--- config.mk ---
export PLATFORM = sky130hd
export DESIGN_NAME = data_ram
export DESIGN_NICKNAME = d
export VERILOG_FILES = /design/src/rtl/data_mem_pkg.sv /design/src/rtl/data_ram_core.sv /design/src/rtl/data_ram.sv
export SDC_FILE = /design/constraint.sdc
export NUM_CORES = 1
export LEC_CHECK = 0
export ABC_AREA = 1
export CAP_MARGIN = 20
export CORE_ASPECT_RATIO = 1.25
export CORE_MARGIN = 8
export CORE_UTILIZATION = 45
export CTS_CLUSTER_SIZE = 10
export DETAILED_ROUTE_END_ITERATION = 10
export MAX_ROUTING_LAYER = met4
export PLACE_DENSITY = 0.74
export RECOVER_POWER = 25
export SYNTH_ARGS = -nofsm -noshare
export SYNTH_HDL_FRONTEND = slang
export SYNTH_SLANG_ARGS = --single-unit
--- constraint.sdc ---
create_clock -name clk -period 4.6 [get_ports clk]
set_input_delay 1.15 -clock clk [delete_from_list [all_inputs] [get_ports clk]]
set_output_delay 1.15 -clock clk [all_outputs]
set_load 0.01 [all_outputs]
--- src/rtl/data_mem_pkg.sv ---
// Shared types and helpers for the data memory block.
package data_mem_pkg;

  typedef enum logic {
    IDLE    = 1'b0,
    RD_PEND = 1'b1
  } dm_state_t;

  function automatic int be_width(input int data_w);
    return data_w / 8;
  endfunction

endpackage

--- src/rtl/data_ram_core.sv ---
// Single-port word array with per-byte write enables and parametrised power-up
// contents; the array itself has no reset and no control logic.
module ram_core
  import data_mem_pkg::*;
#(
  parameter int DATA_W     = 16,
  parameter int ADDR_W     = 4,
  parameter int DEPTH      = 16,
  parameter int INIT_WORDS = 4
) (
  input  logic                          clk,
  input  logic [ADDR_W-1:0]             addr,
  input  logic                          we,
  input  logic [be_width(DATA_W)-1:0]   be,
  input  logic [DATA_W-1:0]             wdata,
  output logic [DATA_W-1:0]             rdata
);

  localparam int BE_W = be_width(DATA_W);

  logic [DATA_W-1:0] words [DEPTH];

  // One register per word so each can carry its own power-up value.
  for (genvar i = 0; i < DEPTH; i++) begin : g_word
    logic [DATA_W-1:0] word = DATA_W'((i < INIT_WORDS) ? i + 1 : 0);

    always_ff @(posedge clk) begin
      if (we && (addr == ADDR_W'(i))) begin
        for (int unsigned k = 0; k < BE_W; k++) begin
          if (be[k]) word[8*k +: 8] <= wdata[8*k +: 8];
        end
      end
    end

    assign words[i] = word;
  end

  always_comb begin
    rdata = '0;
    if (32'(addr) < DEPTH) rdata = words[addr];
  end

endmodule

--- src/rtl/data_ram.sv ---
// Data memory front end: request arbitration, write-then-read serialisation
// through RD_PEND, address range check and registered outputs.
module data_ram
  import data_mem_pkg::*;
#(
  parameter int DATA_W     = 16,
  parameter int ADDR_W     = 4,
  parameter int DEPTH      = 16,
  parameter int INIT_WORDS = 4
) (
  input  logic                          clk,
  input  logic                          rst_n,
  input  logic                          rd_req,
  input  logic [ADDR_W-1:0]             rd_addr,
  input  logic                          wr_req,
  input  logic [ADDR_W-1:0]             wr_addr,
  input  logic [DATA_W-1:0]             wr_data,
  input  logic [be_width(DATA_W)-1:0]   wr_be,
  output logic [DATA_W-1:0]             rd_data,
  output logic                          rd_valid,
  output logic                          wr_done,
  output logic                          busy,
  output logic                          err_addr
);

  if (DATA_W % 8 != 0) begin : g_chk_w
    $error("data_ram: DATA_W must be a multiple of 8");
  end
  if (DEPTH > 2**ADDR_W) begin : g_chk_d
    $error("data_ram: DEPTH exceeds address space");
  end

  dm_state_t         state, state_next;
  logic [ADDR_W-1:0] pend_addr;
  logic [ADDR_W-1:0] core_addr;
  logic              core_we;
  logic [DATA_W-1:0] core_rdata;
  logic              rd_ok, wr_ok, pend_ok;

  assign rd_ok   = 32'(rd_addr)   < DEPTH;
  assign wr_ok   = 32'(wr_addr)   < DEPTH;
  assign pend_ok = 32'(pend_addr) < DEPTH;

  ram_core #(
    .DATA_W     (DATA_W),
    .ADDR_W     (ADDR_W),
    .DEPTH      (DEPTH),
    .INIT_WORDS (INIT_WORDS)
  ) u_core (
    .clk   (clk),
    .addr  (core_addr),
    .we    (core_we),
    .be    (wr_be),
    .wdata (wr_data),
    .rdata (core_rdata)
  );

  // The single array port goes to the write when both requests collide; the
  // read is replayed from pend_addr next cycle and so sees post-write data.
  always_comb begin
    state_next = state;
    core_addr  = rd_addr;
    core_we    = 1'b0;
    case (state)
      IDLE: begin
        if (wr_req) begin
          core_addr = wr_addr;
          core_we   = wr_ok;
          if (rd_req) state_next = RD_PEND;
        end
      end
      RD_PEND: begin
        core_addr  = pend_addr;
        state_next = IDLE;
      end
      default: state_next = IDLE;
    endcase
  end

  always_ff @(posedge clk) begin
    if (!rst_n) begin
      state     <= IDLE;
      pend_addr <= '0;
      rd_data   <= '0;
      rd_valid  <= 1'b0;
      wr_done   <= 1'b0;
      busy      <= 1'b0;
      err_addr  <= 1'b0;
    end else begin
      state    <= state_next;
      busy     <= (state_next == RD_PEND);
      rd_valid <= 1'b0;
      wr_done  <= 1'b0;
      err_addr <= 1'b0;
      case (state)
        IDLE: begin
          if (wr_req) begin
            wr_done  <= 1'b1;
            err_addr <= !wr_ok;
            if (rd_req) pend_addr <= rd_addr;
          end else if (rd_req) begin
            rd_valid <= 1'b1;
            rd_data  <= rd_ok ? core_rdata : '0;
            err_addr <= !rd_ok;
          end
        end
        RD_PEND: begin
          rd_valid <= 1'b1;
          rd_data  <= pend_ok ? core_rdata : '0;
          err_addr <= !pend_ok;
        end
        default: ;
      endcase
    end
  end

endmodule

## Word level (Yosys, flattened, before mapping)

Cells that the tools add are included.

| storage, ports and cells | value |
|---|---|
| flip-flop bits (word level) | 279 |
| bits of input ports | 30 |
| output and inout port bits | 20 |
| logic and storage cells | 123 |

| cells by class | value |
|---|---|
| order comparisons | 1 |
| equality and inequality tests | 17 |
| mux-type cells | 15 |
| bitwise logic cells | 2 |
| reductions and logical operators | 51 |

Operators by type and width:

| cell | number |
|---|---|
| $reduce_and A2 Y1 | 33 |
| $bmux W16 S4 | 1 |
| $mux W16 | 4 |
| $eq A4 B4 Y1 const B | 8 |
| $pmux W16 S2 | 1 |
| $eq A4 B3 Y1 const B | 4 |
| $logic_and A1 B1 Y1 | 16 |
| $eq A4 B2 Y1 const B | 2 |
| $pmux W4 S2 | 1 |
| $ge A5 B5 Y1 const B | 1 |
| $mux W1 | 5 |
| $not A4 Y5 | 1 |
| $eq A4 B1 Y1 const B | 1 |
| $logic_not A4 Y1 | 1 |
| $mux W4 | 1 |
| $ne A2 B2 Y1 const B | 2 |
| $pmux W1 S2 | 2 |
| $reduce_and A3 Y1 | 1 |
| $not A1 Y1 | 1 |

## Longest topological paths before layout

Gate-level depths: netlist of run 1.

| depth | value |
|---|---|
| depth in word-level cells | 9 |
| mapped depth | 14 |
| gate-level depth less buffers | 13 |

## Hierarchy

Synthesis of run 1 repeated with hierarchy kept, for this count alone.

| second synthesis, totals | value |
|---|---|
| cells, all modules | 1239 |
| area total of the unflattened synthesis | 12096.6 um^2 |

Modules (own cells, without submodules):

| module | times used | cells each | area each (um^2) |
|---|---|---|---|
| ram_core | 1 | 1079 | 11056.9 |
| data_ram | 1 | 160 | 1039.7 |

## Least setup slack after synthesis of run 1

Ideal clock, no wire load.

| timing | value |
|---|---|
| kind | in2reg |
| start | in wr_req |
| end | reg u_core.g_word[10].word[0] (enable) |
| library setup time | 383 ps |
| arrival | 2751 ps |
| data required time | 4217 ps |
| path slack | 1465 ps |
| stages on the path | 9 |
| cells stage by stage | inv_2 -> nand2_1 -> nand2_1 -> nand2_1 -> o21ai_1 -> buf_2 -> buf_4 -> nand3_1 -> nor3_1 |

| between the ends | value |
|---|---|
| longest elaborated chain between the ends | 5 |

Ends and longest elaborated chain:

| item | line | text |
|---|---|---|
| start, declared | data_ram.sv:15 | `input logic wr_req,` |
| $mux W4 | data_ram.sv:66 | `if (wr_req) begin` |
| $pmux W4 S2 | data_ram.sv:64 | `case (state)` |
| $eq A4 B4 Y1 | data_ram_core.sv:28 | `if (we && (addr == ADDR_W'(i))) begin` |
| $logic_and A1 B1 Y1 * | data_ram_core.sv:28 |  |
| $reduce_and A2 Y1 (no line) * | - |  |
| end signal, assigned by index | data_ram_core.sv:30 | `if (be[k]) word[8*k +: 8] <= wdata[8*k +: 8];` |
| end, declared | data_ram_core.sv:25 | `logic [DATA_W-1:0] word = DATA_W'((i < INIT_WORDS) ? i + 1 : 0);` |

Every way passes the cells marked *; elsewhere a longest branch is shown, timed or not.
A chain may end at the register's enable or synchronous reset.

## Worst setup path in the final report of run 1

| timing | value |
|---|---|
| start | in wr_req |
| end | reg u_core.g_word[10].word[5] (enable) |

Same word-level chain as after synthesis.

==> results of run 1 <==
state kept, by name, summed over array words and instances, names as in the netlist:
name                cells
rd_valid                1
rd_data                16
state                   1
u_core.g_word.word    256
wr_done                 1
pend_addr               4
worst paths after layout:
| check | from | to | slack, ns | cells past startpoint |
|---|---|---|---|---|
| setup reg to reg | state | u_core.g_word[10].word[5] | 2.16 | 7 |
| hold / removal | pend_addr[2] | pend_addr[2] | 0.46 | 2 |
| setup / recovery | wr_req | u_core.g_word[10].word[5] | 1.50 | 7 |
| hold reg to reg | pend_addr[2] | pend_addr[2] | 0.46 | 2 |
metrics by stage:
stage          utilization (%)  power (W)  hold slack, ns  instance area (µm²)
3_3_place_gp              49.4    0.00345           0.456                12800
3_5_place_dp              49.4    0.00346           0.455                12800
5_1_grt                   52.9    0.00577           0.488                13700
4_1_cts                   52.8    0.00559           0.463                13700
6_report                  52.9    0.00557           0.457                13700
2_1_floorplan                -    0.00324           0.430                11800
placed cells by master (no fill, tap or decap):
cell and count:
o21ai_1 1, nor2_2 2, nand3_1 148, inv_1 15, clkdlybuf4s50_1 39, nand2_2 1
o21ai_0 19, diode_2 4, o21ai_4 1, nor2_1 39, nand3_2 2, and2_1 1
buf_12 1, nor3_1 33, nand2_1 542, buf_4 45, o21ai_2 1, a21oi_1 4
conb_1 1, dlygate4sd3_1 9, edfxtp_1 256, clkbuf_16 31, a31o_2 1, inv_2 5
nand3_4 1, clkbuf_1 26, dfxtp_1 23, buf_16 1, nand2_4 2
metal layers:
metal | part of all wire [%] | up-vias
li1 | - | 4043
met2 | 48 | 390
met3 | 9.3 | 42
met1 | 41 | 3907
met4 | 1.9 | 0
met5 | 0 | -
Yosys cell counts:
| cell type | n |
|---|---|
| nand2_1 | 543 |
| edfxtp_1 | 256 |
| nand3_1 | 148 |
| nor2_1 | 39 |
| nor3_1 | 33 |
| buf_2 | 29 |
| clkbuf_1 | 25 |
| dfxtp_1 | 23 |
| o21ai_0 | 19 |
| inv_1 | 15 |
| buf_1 | 7 |
| buf_4 | 5 |
| inv_2 | 5 |
| a21oi_1 | 4 |
| nand3_2 | 3 |
| o21ai_1 | 3 |
| nand2_2 | 2 |
| nor2_2 | 2 |
| a31o_2 | 1 |
| and2_1 | 1 |
| conb_1 | 1 |
tightest hold or removal path, stage by stage (launching register included):
cell     delay, ns
dfxtp_1       0.30
inv_1         0.06
a21oi_1       0.06
logic make-up (layout without fill, tap and decap cells):
group           after synthesis  in the layout  synth area share (%)
flops                       279            279                  68.9
buf+inv                      86            172                  3.20
other cells                   1              5                0.0317
compound gates               27             27                  1.17
simple gates                771            771                  26.7
cell type report:
cell class | count | share of cell area (%)
inverters | 20 | 0.547
flip-flops and latches | 279 | 59.4
repair buffers | 95 | 6.31
multi-input cells | 799 | 24.3
diodes | 4 | 0.0729
clock buffers | 57 | 6.36
well taps | 340 | 3.10
power groups by stage:
stage / registers (W) / clock network [W] / logic, W
CTS: 0.00282 / 0.00218 / 0.000590
finish: 0.00282 / 0.00215 / 0.000593
floorplan: 0.00288 / 0 / 0.000358
global placement: 0.00287 / 0 / 0.000578
global route: 0.00283 / 0.00228 / 0.000663
detailed placement: 0.00288 / 0 / 0.000586
==> reports/qor.txt, run 1 <==
initial antenna violation count: 4
Worst Skew: 0.0165 ns
number of global-route vias before repair: 8003
setup TNS after final layout: 0 ns
status: complete, no violations
CP Cell Sequence: clkdlybuf4s50_1 -> inv_2 -> nor2_1 -> nand3_1 -> buf_4 -> nor3_1 -> buf_4
CTS tree: done
FP Rows: 66
Worst path max stage delay: 0.61 ns
initial cell density of the core: 45.6%
Sink Count: 279
Clock Tree Buf Depth: 3
CTS Buf Count: 31
P_leak: 5.47 nW
Netlist Area Pre-Place: 0.0118 mm²
sw frac: 23.7%
post-CTS setup buffers: 0
Synth Register Bits: 279
I/O pins: 50
Multi-input gate area: 0.00333 mm²
RSZ-0062 raised after global routing: no
Area contributors post-synth: edfxtp_1 65%, nand2_1 17%, nand3_1 6.3%, dfxtp_1 3.9%, nor3_1 1.4%
Ys Warns: 0
routed wire length per instance: 17.3 µm
dpl ws: 0.981 ns
leading area contributor after synthesis: edfxtp_1
min cycle time layout: 3.10 ns
number of DRC markers in iteration 0: 911
die width: 161 µm
total of max-cap violations: 0
slowest CP cell: clkdlybuf4s50_1
Die ar.: 0.0317 mm²
Fillers: 2237
post-synthesis cell type count: 21
# nets final: 1256
register area: 0.00815 mm²
final hold vios: 0
Worst EP arrival: 3.36 ns
register area share after synthesis: 68.9%
drt first pass iters: 5
final worst slack: 1.50 ns
power share of the clock group: 38.6%
PwrDens: 406 mW/mm²
DP Cell Count: 1532
post-cts sizing count: 0
global-route wire length before repair: 43.9 mm
clk root buf: clkbuf_16
P_sw: 0.00132 W
Synthesized Nets: 1194
busiest grt layer: met2
Crit Path Class: input pin to register
final setup fails: 0
syn avg cell area: 10.2 µm²
part of the power in combinational logic: 10.6%
Final Slew Violations: 0
total track usage: 17.7%
total global routing overflow: 0
met1 Resource Use GR: 23.1%
Fmax: 322 MHz
Detail Route Antenna Nets: 0
Total Wirelength: 27.5 mm
Final HPWL DP: 16.5 mm
core area: 0.0259 mm²
RD Place Congestion: 0.894
PortBufs: 48
most frequent cell on the critical path: buf_4
DR vias: 8382
H-Tree Depth: 1
hold buffers post-CTS: 0
VDD IR max: 250 µV
Buf+Inv Stages, Crit Path: 4
share of layout cells above drive strength 1: 7.52%
Hold/Removal Path Class: register to register
critical-path maximum fanout: 8
largest net degree at the start of global routing: 98
Int Power: 0.00425 W
Crit path max-delay family: buffers and inverters
Clock Latency Late Sink: 0.55 ns
average vias per placed instance: 5.26
Final period util: 67.4%
Cells after Synth: 1164
fin cells: 1594
required time of the critical path: 4.86 ns
met3 Resource Use GR: 3.07%
area share of the largest cell type after synthesis: 65.0%
residual DRC count: 0
Reg power frac: 50.7%
Tightest Pin Transition: 0.746 ns
synth-to-layout area growth: 16.1%
Rel. slew slack: 50.1%
clock slew seen by the registers of the worst setup and hold paths: 0.06 ns
CP startpoint kind: input pin
die outline height: 197 µm
Worst setup EP type: register
M2 GR Usage: 28.1%
No activity file was read; power rests on OpenSTA's default activity.
==> run 2, diff against run 1 <==
Clock period 4.6 ns to 3 ns, I/O delays scaled along.
==> reports/qor.txt, run 2 (synthesis gave the netlist of run 1 again) <==
Fillers: 2175 (-2.8%)
Worst setup EP type: register
DP Cell Count: 1542 (+0.65%)
post-cts sizing count: 0 (unchanged)
P_leak: 5.51 nW (+0.73%)
Crit Path Class: input pin to register
Die ar.: 0.0317 mm² (unchanged)
die width: 161 µm (unchanged)
die outline height: 197 µm (unchanged)
Min-Delay Path Depth: 2 (unchanged)
initial antenna violation count: 3 (-1)
FP Rows: 66 (unchanged)
most frequent cells in the layout: 542 x nand2_1, 256 x edfxtp_1, 148 x nand3_1, 54 x buf_4
VDD IR max: 272 µV (+8.7%)
total track usage: 18.8% (+1.1 points)
initial cell density of the core: 45.6% (unchanged)
Clock Tree Buf Depth: 3 (unchanged)
hold slack: 0.462 ns (+0.00521 ns)
DR vias: 8620 (+2.8%)
Final HPWL DP: 18.2 mm (+10%)
Finished Core Util: 53.2% (+0.22 points)
PwrDens: 621 mW/mm² (+53%)
Final Slew Violations: 0 (unchanged)
total global routing overflow: 0 (unchanged)
drt first pass iters: 5 (unchanged)
post-CTS setup buffers: 0 (unchanged)
number of DRC markers in iteration 0: 890 (-2.3%)
global-route wire length before repair: 46.3 mm (+5.7%)
core area: 0.0259 mm² (unchanged)
number of flip-flops in the largest register: 256 (unchanged)
Hold/Removal Path Class: register to register
residual DRC count: 0 (unchanged)
synth-to-layout area growth: 16.6%
Clock Latency Late Sink: 0.53 ns (-0.02 ns)
number of global-route vias before repair: 8531 (+6.6%)
Worst Skew: 0.00837 ns (-0.00815 ns)
cell area after layout: 0.0138 mm² (+0.42%)
I/O pins: 50 (unchanged)
routed length on met2: 14.4 mm (+8.8%)
Rel. slew slack: 43.1% (-6.9 points)
required time of the critical path: 3.42 ns (-1.44 ns)
met3 wire length: 2.41 mm (-5.9%)
Post-Route M1 WL: 11.9 mm (+5.5%)
PortBufs: 48 (unchanged)
average vias per placed instance: 5.38 (+2.3%)
Biggest register: u_core.g_word.word
Tightest Pin Transition: 0.850 ns (+0.104 ns)
Total Wirelength: 29.3 mm (+6.5%)
top layer in use: met4
clk root buf: clkbuf_16
commonest non-fill, non-tap cell in the layout: nand2_1
routed wire length per instance: 18.3 µm (+6.0%)
final hold vios: 0 (unchanged)
final setup fails: 0 (unchanged)
Worst EP arrival: 2.88 ns (-0.48 ns)
setup TNS after final layout: 0 ns (unchanged)
Sink Count: 279 (unchanged)
Detail Route Antenna Nets: 0 (unchanged)
status: complete, no violations
# nets final: 1265 (+0.72%)
Final period util: 82.1%
clock slew seen by the registers of the worst setup and hold paths: 0.06 ns (about the same)
share of layout cells above drive strength 1: 8.18% (+0.66 points)
RSZ-0062 raised after global routing: no
min cycle time layout: 2.46 ns
fin cells: 1602 (+0.50%)
H-Tree Depth: 1 (unchanged)
Worst R2R Path Depth: 9 (+2)
biggest regs: u_core.g_word.word x256, rd_data x16, pend_addr x4
CTS tree: done
critical-path maximum fanout: 16 (+8)
RD Place Congestion: 0.893 (-0.12%)
hold buffers post-CTS: 0 (unchanged)
total of max-cap violations: 0 (unchanged)
CTS Buf Count: 31 (unchanged)
largest net degree at the start of global routing: 60 (-39%)
Fmax: 406 MHz
placed cell area: 0.0129 mm² (+0.68%)
CP startpoint kind: input pin
## run 2: area by class of cell
type | count | area (µm²) | share of cell area, %
multi-input combinational | 799 | 3330 | 24.2
antenna | 3 | 7.51 | 0.0545
timing repair buffer | 104 | 926 | 6.72
inverter | 20 | 75.1 | 0.545
sequential | 279 | 8150 | 59.1
clock buffer | 57 | 873 | 6.34
tap | 340 | 425 | 3.09
## run 2: final timing paths
kind | start | endpoint | slack, ns
worst max-delay path | wr_req | rd_data[14] | 0.54
worst max register to register | state | rd_data[14] | 0.80
worst min-delay path | pend_addr[2] | pend_addr[2] | 0.46
worst min register to register | pend_addr[2] | pend_addr[2] | 0.46
## run 2: power breakdown
group          switching, W  internal, W  total [W]
Sequential        0.0000259      0.00431    0.00434
Clock               0.00137      0.00193    0.00330
Combinational      0.000639     0.000290   0.000929
## run 2: through the flow
step | power [W] | setup slack (ns)
after floorplan | 0.00497 | 0.265
after global placement | 0.00532 | 0.110
after detailed placement | 0.00534 | 0.0292
after CTS | 0.00861 | 0.581
after global routing | 0.00887 | 0.361
final | 0.00856 | 0.537
## run 2: routing by layer
layer  track usage [%]  vias up
li1                  -     4058
met1              23.2     4122
met2              31.1      380
met3              3.46       60
met4              5.77        0
met5                 -        -
## run 2: worst max-delay path, cell delays in order
cell,delay (ns)
clkdlybuf4s50_1,0.53
inv_2,0.15
nor2_1,0.05
nor2_1,0.07
nand2_1,0.05
o21ai_1,0.23
inv_1,0.14
nand2_2,0.24
inv_2,0.21
nand2_1,0.11
nand3_1,0.15
nor2_1,0.14
nor2_1,0.05
